===== src/rtl/ram_access_arbiter_pkg.sv =====
// Shared command codes, FSM state type and sizing helper for the RAM access arbiter.
package ram_arb_pkg;

  localparam logic [1:0] CMD_WR_ADDR = 2'b00;
  localparam logic [1:0] CMD_WR_DATA = 2'b01;
  localparam logic [1:0] CMD_RD_ADDR = 2'b10;
  localparam logic [1:0] CMD_RD_DATA = 2'b11;

  typedef enum logic [2:0] {
    IDLE, WR_ADDR, WR_DATA, RD_ADDR, RD_CMD, WAIT_RD, RESP
  } arb_state_e;

  // Index width for a requester select; never zero so a single requester still has a bit.
  function automatic int idx_w(input int n);
    return (n > 1) ? $clog2(n) : 1;
  endfunction

endpackage


===== src/rtl/ram_access_arbiter_if.sv =====
// Requester and RAM-side bus of the arbiter; slave = arbiter, master = requesters plus RAM.
interface ram_arb_if #(
  parameter int NUM_REQ = 2,
  parameter int WORD_W  = 8
);
  logic [NUM_REQ-1:0]             req_valid;
  logic [NUM_REQ-1:0]             req_write;
  logic [NUM_REQ-1:0][WORD_W-1:0] req_addr;
  logic [NUM_REQ-1:0][WORD_W-1:0] req_wdata;
  logic [NUM_REQ-1:0]             req_ready;
  logic [NUM_REQ-1:0]             rsp_valid;
  logic [WORD_W-1:0]              rsp_rdata;
  logic                           rsp_err;
  logic [WORD_W+1:0]              ram_din;
  logic                           ram_rx_valid;
  logic [WORD_W-1:0]              ram_dout;
  logic                           ram_tx_valid;

  modport master (
    output req_valid, req_write, req_addr, req_wdata, ram_dout, ram_tx_valid,
    input  req_ready, rsp_valid, rsp_rdata, rsp_err, ram_din, ram_rx_valid
  );

  modport slave (
    input  req_valid, req_write, req_addr, req_wdata, ram_dout, ram_tx_valid,
    output req_ready, rsp_valid, rsp_rdata, rsp_err, ram_din, ram_rx_valid
  );
endinterface


===== src/rtl/ram_access_arbiter_rr.sv =====
// Combinational round-robin pick: search starts one past last_grant and wraps.
module rr_arbiter
  import ram_arb_pkg::*;
#(
  parameter  int NUM_REQ = 2,
  localparam int IW      = idx_w(NUM_REQ)
) (
  input  logic [NUM_REQ-1:0] req,
  input  logic [IW-1:0]      last_grant,
  input  logic               en,
  output logic [NUM_REQ-1:0] grant,
  output logic [IW-1:0]      grant_idx,
  output logic               any
);
  localparam logic [IW:0] N = (IW+1)'(NUM_REQ);

  logic [IW:0]   sum;
  logic [IW-1:0] cand;

  always_comb begin
    grant     = '0;
    grant_idx = '0;
    any       = 1'b0;
    sum       = '0;
    cand      = '0;
    for (int off = 1; off <= NUM_REQ; off++) begin
      sum = {1'b0, last_grant} + (IW+1)'(off);
      if (sum >= N) sum = sum - N;
      cand = sum[IW-1:0];
      if (en && !any && req[cand]) begin
        grant[cand] = 1'b1;
        grant_idx   = cand;
        any         = 1'b1;
      end
    end
  end

endmodule


===== src/rtl/ram_access_arbiter.sv =====
// Shares one SPI-style RAM between NUM_REQ requesters, turning each transaction
// into its two-command RAM sequence and returning a one-cycle response.
module ram_access_arbiter
  import ram_arb_pkg::*;
#(
  parameter int NUM_REQ    = 2,
  parameter int WORD_W     = 8,
  parameter int RD_TIMEOUT = 15
) (
  input logic     clk,
  input logic     rst_n,
  ram_arb_if.slave bus
);
  localparam int IW = idx_w(NUM_REQ);
  localparam int CW = $clog2(RD_TIMEOUT + 1);
  localparam logic [CW-1:0] CNT_LAST = CW'(RD_TIMEOUT - 1);

  arb_state_e         state;
  logic [IW-1:0]      last_grant;
  logic [IW-1:0]      gidx;
  logic [WORD_W-1:0]  wdata_q;
  logic [CW-1:0]      cnt;

  logic [NUM_REQ-1:0] grant;
  logic [NUM_REQ-1:0] g_oh;
  logic [IW-1:0]      win_idx;
  logic               win;

  // Ready is held low during reset as well, so no accept can be seen on the release edge.
  rr_arbiter #(.NUM_REQ(NUM_REQ)) u_rr (
    .req        (bus.req_valid),
    .last_grant (last_grant),
    .en         (rst_n && (state == IDLE)),
    .grant      (grant),
    .grant_idx  (win_idx),
    .any        (win)
  );

  assign bus.req_ready = grant;
  assign g_oh          = NUM_REQ'(1) << gidx;

  always_ff @(posedge clk) begin
    if (!rst_n) begin
      state            <= IDLE;
      last_grant       <= IW'(NUM_REQ - 1);
      gidx             <= '0;
      wdata_q          <= '0;
      cnt              <= '0;
      bus.ram_din      <= '0;
      bus.ram_rx_valid <= 1'b0;
      bus.rsp_valid    <= '0;
      bus.rsp_rdata    <= '0;
      bus.rsp_err      <= 1'b0;
    end else begin
      bus.rsp_valid <= '0;
      case (state)
        IDLE: if (win) begin
          gidx             <= win_idx;
          last_grant       <= win_idx;
          wdata_q          <= bus.req_wdata[win_idx];
          bus.ram_rx_valid <= 1'b1;
          if (bus.req_write[win_idx]) begin
            bus.ram_din <= {CMD_WR_ADDR, bus.req_addr[win_idx]};
            state       <= WR_ADDR;
          end else begin
            bus.ram_din <= {CMD_RD_ADDR, bus.req_addr[win_idx]};
            state       <= RD_ADDR;
          end
        end
        WR_ADDR: begin
          bus.ram_din <= {CMD_WR_DATA, wdata_q};
          state       <= WR_DATA;
        end
        WR_DATA: begin
          bus.ram_din      <= '0;
          bus.ram_rx_valid <= 1'b0;
          bus.rsp_valid    <= g_oh;
          bus.rsp_rdata    <= '0;
          bus.rsp_err      <= 1'b0;
          state            <= RESP;
        end
        RD_ADDR: begin
          bus.ram_din <= {CMD_RD_DATA, WORD_W'(0)};
          state       <= RD_CMD;
        end
        RD_CMD: begin
          bus.ram_din      <= '0;
          bus.ram_rx_valid <= 1'b0;
          cnt              <= '0;
          state            <= WAIT_RD;
        end
        // Data arriving in the final timeout cycle still beats the error.
        WAIT_RD: begin
          if (bus.ram_tx_valid) begin
            bus.rsp_valid <= g_oh;
            bus.rsp_rdata <= bus.ram_dout;
            bus.rsp_err   <= 1'b0;
            state         <= RESP;
          end else if (cnt == CNT_LAST) begin
            bus.rsp_valid <= g_oh;
            bus.rsp_rdata <= '0;
            bus.rsp_err   <= 1'b1;
            state         <= RESP;
          end else begin
            cnt <= cnt + 1'b1;
          end
        end
        RESP: begin
          bus.rsp_rdata <= '0;
          bus.rsp_err   <= 1'b0;
          state         <= IDLE;
        end
        default: state <= IDLE;
      endcase
    end
  end

endmodule


===== src/flat_wrapper.sv =====
// flat-port wrapper written by rule: the top's interface ports become plain ports
module ram_access_arbiter_flat import ram_arb_pkg::*;
#(
  parameter int NUM_REQ    = 2,
  parameter int WORD_W     = 8,
  parameter int RD_TIMEOUT = 15
)
  (clk, rst_n, bus_req_valid, bus_req_write, bus_req_addr, bus_req_wdata, bus_ram_dout, bus_ram_tx_valid, bus_req_ready, bus_rsp_valid, bus_rsp_rdata, bus_rsp_err, bus_ram_din, bus_ram_rx_valid);
  ram_arb_if #(.NUM_REQ(NUM_REQ), .WORD_W(WORD_W)) bus_i ();
  input logic clk;
  input logic rst_n;
  input wire logic [$bits(bus_i.req_valid)-1:0] bus_req_valid;
  input wire logic [$bits(bus_i.req_write)-1:0] bus_req_write;
  input wire logic [$bits(bus_i.req_addr)-1:0] bus_req_addr;
  input wire logic [$bits(bus_i.req_wdata)-1:0] bus_req_wdata;
  input wire logic [$bits(bus_i.ram_dout)-1:0] bus_ram_dout;
  input wire logic [$bits(bus_i.ram_tx_valid)-1:0] bus_ram_tx_valid;
  output wire logic [$bits(bus_i.req_ready)-1:0] bus_req_ready;
  output wire logic [$bits(bus_i.rsp_valid)-1:0] bus_rsp_valid;
  output wire logic [$bits(bus_i.rsp_rdata)-1:0] bus_rsp_rdata;
  output wire logic [$bits(bus_i.rsp_err)-1:0] bus_rsp_err;
  output wire logic [$bits(bus_i.ram_din)-1:0] bus_ram_din;
  output wire logic [$bits(bus_i.ram_rx_valid)-1:0] bus_ram_rx_valid;
  assign bus_i.req_valid = bus_req_valid;
  assign bus_i.req_write = bus_req_write;
  assign bus_i.req_addr = bus_req_addr;
  assign bus_i.req_wdata = bus_req_wdata;
  assign bus_i.ram_dout = bus_ram_dout;
  assign bus_i.ram_tx_valid = bus_ram_tx_valid;
  assign bus_req_ready = bus_i.req_ready;
  assign bus_rsp_valid = bus_i.rsp_valid;
  assign bus_rsp_rdata = bus_i.rsp_rdata;
  assign bus_rsp_err = bus_i.rsp_err;
  assign bus_ram_din = bus_i.ram_din;
  assign bus_ram_rx_valid = bus_i.ram_rx_valid;
  ram_access_arbiter #(.NUM_REQ(NUM_REQ), .WORD_W(WORD_W), .RD_TIMEOUT(RD_TIMEOUT)) u_core (.clk(clk), .rst_n(rst_n), .bus(bus_i));
endmodule

===== config.mk =====
export PLATFORM = sky130hd
export DESIGN_NAME = ram_access_arbiter_flat
export DESIGN_NICKNAME = d
export VERILOG_FILES = /design/src/rtl/ram_access_arbiter_pkg.sv /design/src/rtl/ram_access_arbiter_if.sv /design/src/rtl/ram_access_arbiter_rr.sv /design/src/rtl/ram_access_arbiter.sv /design/src/flat_wrapper.sv
export SDC_FILE = /design/constraint.sdc
export NUM_CORES = 1
export LEC_CHECK = 0
export BUFFER_PORTS_ARGS = -buffer_cell sky130_fd_sc_hd__buf_2
export CORE_UTILIZATION = 48
export CTS_BUF_LIST = sky130_fd_sc_hd__clkbuf_8
export CTS_CLUSTER_DIAMETER = 80
export DETAILED_ROUTE_END_ITERATION = 10
export PLACE_DENSITY = 0.79
export REMOVE_ABC_BUFFERS = 1
export SETUP_SLACK_MARGIN = 0.15
export SLEW_MARGIN = 0
export SYNTH_ARGS = -nofsm -noshare
export SYNTH_HDL_FRONTEND = slang
export SYNTH_SLANG_ARGS = --single-unit

===== constraint.sdc =====
create_clock -name clk -period 1.75 [get_ports clk]
set_input_delay 0.525 -clock clk [delete_from_list [all_inputs] [get_ports clk]]
set_output_delay 0.525 -clock clk [all_outputs]
set_load 0.1 [all_outputs]

==> flow_metrics.py <==
metrics = {
    "routing": {
        "drt-total-wl_um": 4250,
        "via_count": 1689,
        "drtIter0Drc": 70,
        "wl_per_cell_um": 13.3,
        "final_antenna_net_count": 0,
        "firstDrtPassIters": 4,
        "drc_errors": 0,
        "avgViaCountPerCell": 5.29,
    },
    "timing": {
        "rsz0062_at_grt": "true",
        "slew_violations": 0,
        "max_slew_margin": 0.674,
        "period_share": 1.07,
        "hold_viol": 0,
        "clock_skew_ns": 0.00453,
        "hold-worst-slack_ns": 0.407,
        "worst_slack_ns": -0.121,
        "max_freq_ghz": 0.535,
        "tns_ns": -0.204,
        "tightest_slew_ns": 0.492,
        "period_minus_slack_ns": 1.87,
        "setup_viol": 2,
    },
    "placed_design": {
        "placedCellCount": 311,
        "dpl.hpwl_um": 3110,
        "io_buffers": 70,
        "post-place-ws_ns": -0.202,
        "dpl_cell_area_sq_um": 2270,
        "gp_congestion": 0.787,
    },
    "layout": {
        "final_net_count": 323,
        "final_area_sq_um": 2430,
        "areaGrowthSynthToFinish_pct": 37.3,
        "final_common_cell": "buf_2",
        "layout_common_cells": "67 x buf_2, 36 x dfxtp_1, 19 x nand2_1",
        "drive_above_1_share": 0.399,
        "instances_no_fill": 319,
        "fin_util": 0.706,
        "diodes": 0,
    },
    "critical_path": {
        "crit_path_end_kind": "output port",
        "worstSetupPathType": "register to output port",
        "start_kind": "register",
        "required_ns": 1.22,
        "crit_arrival_ns": 1.35,
        "crit_path_max_fanout": 3,
    },
    "floorplanning": {
        "num_rows": 21,
        "core-area_sq_um": 3440,
        "die_area_sq_um": 3940,
        "start_util": 0.514,
        "dieWidth_um": 62.7,
        "ios": 71,
        "die_y_um": 62.7,
    },
    "run_status": {
        "status": "finished, violations left",
        "violations": "negative setup slack",
    },
    "power_and_ir_drop": {
        "ir_drop_mv": 1.11,
        "power_density_nw_per_um2": 1410,
        "power_mw": 3.44,
        "p_leak_nw": 1.14,
    },
    "clocking": {
        "clk_latency_ns": 0.27,
        "clock_path_buffers": 2,
        "htreeDepth": 2,
        "cts_sinks": 39,
        "cts_made_buffers": 5,
        "hold_buffers": 0,
        "cts_tree": "built",
        "root_buffer": "clkbuf_8",
        "clkTransAtPathRegs_ns": 0.07,
    },
    "yosys": {
        "yosysWarnings": 0,
        "yosysSeqAreaShare": 0.441,
        "syn_area_sq_um": 1770,
        "ys_types": 39,
        "syn_inst": 191,
        "avgSynthCellArea_sq_um": 9.27,
        "ys_seq_elements": 39,
    },
    "grt": {
        "grt_pass1_wl_um": 7020,
        "grt_max_degree": 23,
        "grt_remaining_overflow": 0,
        "grt_antenna_before_repair": 0,
        "grt_usage": 0.223,
        "grt_pass1_vias": 1626,
    },
    "worst_hold_path": {
        "timing.hold.worst.class": "register to register",
    },
    "flow_run": {
        "cap_violations": 0,
    },
}
-- final timing paths --
path | from | end | slack (ns) | cells after the start
worst max-delay path | u_core.state[1] | bus_req_ready[0] | -0.12 | 3
worst min-delay path | u_core.gidx | u_core.bus.rsp_valid[0] | 0.41 | 1
worst max register to register | u_core.state[1] | u_core.bus.ram_din[7] | 0.10 | 6
worst min register to register | u_core.gidx | u_core.bus.rsp_valid[0] | 0.41 | 1
-- critical path, stage by stage (launching register included) --
cell and delay, ns:
dfxtp_2 0.33, nor4b_4 0.31, and3_4 0.25, buf_12 0.17
-- repair_timing --
item                       4_1_cts  5_1_grt
buffers inserted                 1        1
pin swaps                        2        3
resized for setup                9       12
setup endpoints to repair       19       28
-- power breakdown --
group          leakage [nW]  total [mW]  switching (mW)  internal (mW)
Clock                0.0413       0.525           0.265          0.259
Combinational         0.776        1.75            1.23          0.521
Sequential            0.321        1.16          0.0968           1.06
-- cell type report --
| class | instances | area (sq um) |
|---|---|---|
| Tap cell | 46 | 57.6 |
| Fill cell | 280 | 1010 |
| Clock inverter | 1 | 3.75 |
| Timing Repair Buffer | 85 | 512 |
| Multi-Input combinational cell | 129 | 951 |
| Sequential cell | 39 | 785 |
| Clock buffer | 5 | 68.8 |
| Inverter | 14 | 53.8 |
-- cell usage after synthesis --
| library cell | number | area (sq um) |
|---|---|---|
| a22o_1 | 9 | 78.8 |
| nor3_2 | 1 | 10.0 |
| nor2_1 | 10 | 37.5 |
| clkinv_1 | 1 | 3.75 |
| a31oi_1 | 1 | 6.26 |
| nand3_1 | 4 | 20.0 |
| o22ai_1 | 1 | 6.26 |
| nand2_1 | 19 | 71.3 |
| and3_1 | 3 | 18.8 |
| mux2i_1 | 9 | 90.1 |
| or2_2 | 1 | 6.26 |
| a31o_2 | 1 | 8.76 |
| o211ai_1 | 9 | 67.6 |
| o21a_1 | 1 | 7.51 |
| ha_1 | 2 | 25.0 |
| and4_1 | 1 | 8.76 |
| o211a_1 | 9 | 90.1 |
| o21ai_0 | 16 | 80.1 |
| a211oi_1 | 3 | 22.5 |
| and2_1 | 2 | 12.5 |
| a21oi_1 | 3 | 15.0 |
| or3_4 | 1 | 11.3 |
| and2_0 | 1 | 6.26 |
| nor3b_2 | 1 | 12.5 |
| inv_1 | 13 | 48.8 |
| nand2b_1 | 3 | 18.8 |
| a221o_1 | 1 | 10.0 |
| nor4b_2 | 1 | 15.0 |
| nor2b_1 | 1 | 6.26 |
| nand4b_1 | 1 | 8.76 |
| o221ai_1 | 7 | 61.3 |
| o32ai_1 | 1 | 8.76 |
| nand3b_1 | 1 | 7.51 |
| buf_6 | 1 | 11.3 |
| a21boi_0 | 2 | 15.0 |
| clkbuf_1 | 4 | 15.0 |
| dfxtp_1 | 39 | 781 |
| xnor2_1 | 3 | 26.3 |
| buf_2 | 4 | 20.0 |
-- registers in the layout, summed over array words and instances (netlist names) --
signal and count:
u_core.state 3, u_core.wdata_q 8, u_core.bus.ram_rx_valid 1, u_core.bus.rsp_valid 2, u_core.bus.rsp_err 1, u_core.gidx 1, u_core.cnt 4, u_core.bus.ram_din 10
u_core.last_grant 1, u_core.bus.rsp_rdata 8
-- layer usage --
metal | share of wire | global-route usage | wire length [um]
met5 | 0 | 0 | 0
met4 | 0.013 | 0.0901 | 54
met3 | 0.028 | 0.0438 | 121
met2 | 0.48 | 0.360 | 2050
met1 | 0.48 | 0.290 | 2030
-- cells by family (layout without fill, tap and decap cells) --
kind of cell               Yosys count  after routing  synth area share
xor gates and xnor gates             3              3            0.0148
and+or+nand+nor                     51             51             0.153
DFF                                 39             39             0.441
adders and majority gates            2              2            0.0141
buffers and inverters               23            105            0.0558
muxes                                9              9            0.0509
AOI/OAI and AO/OA                   64             64             0.270
No activity file was read; power rests on OpenSTA's default activity.
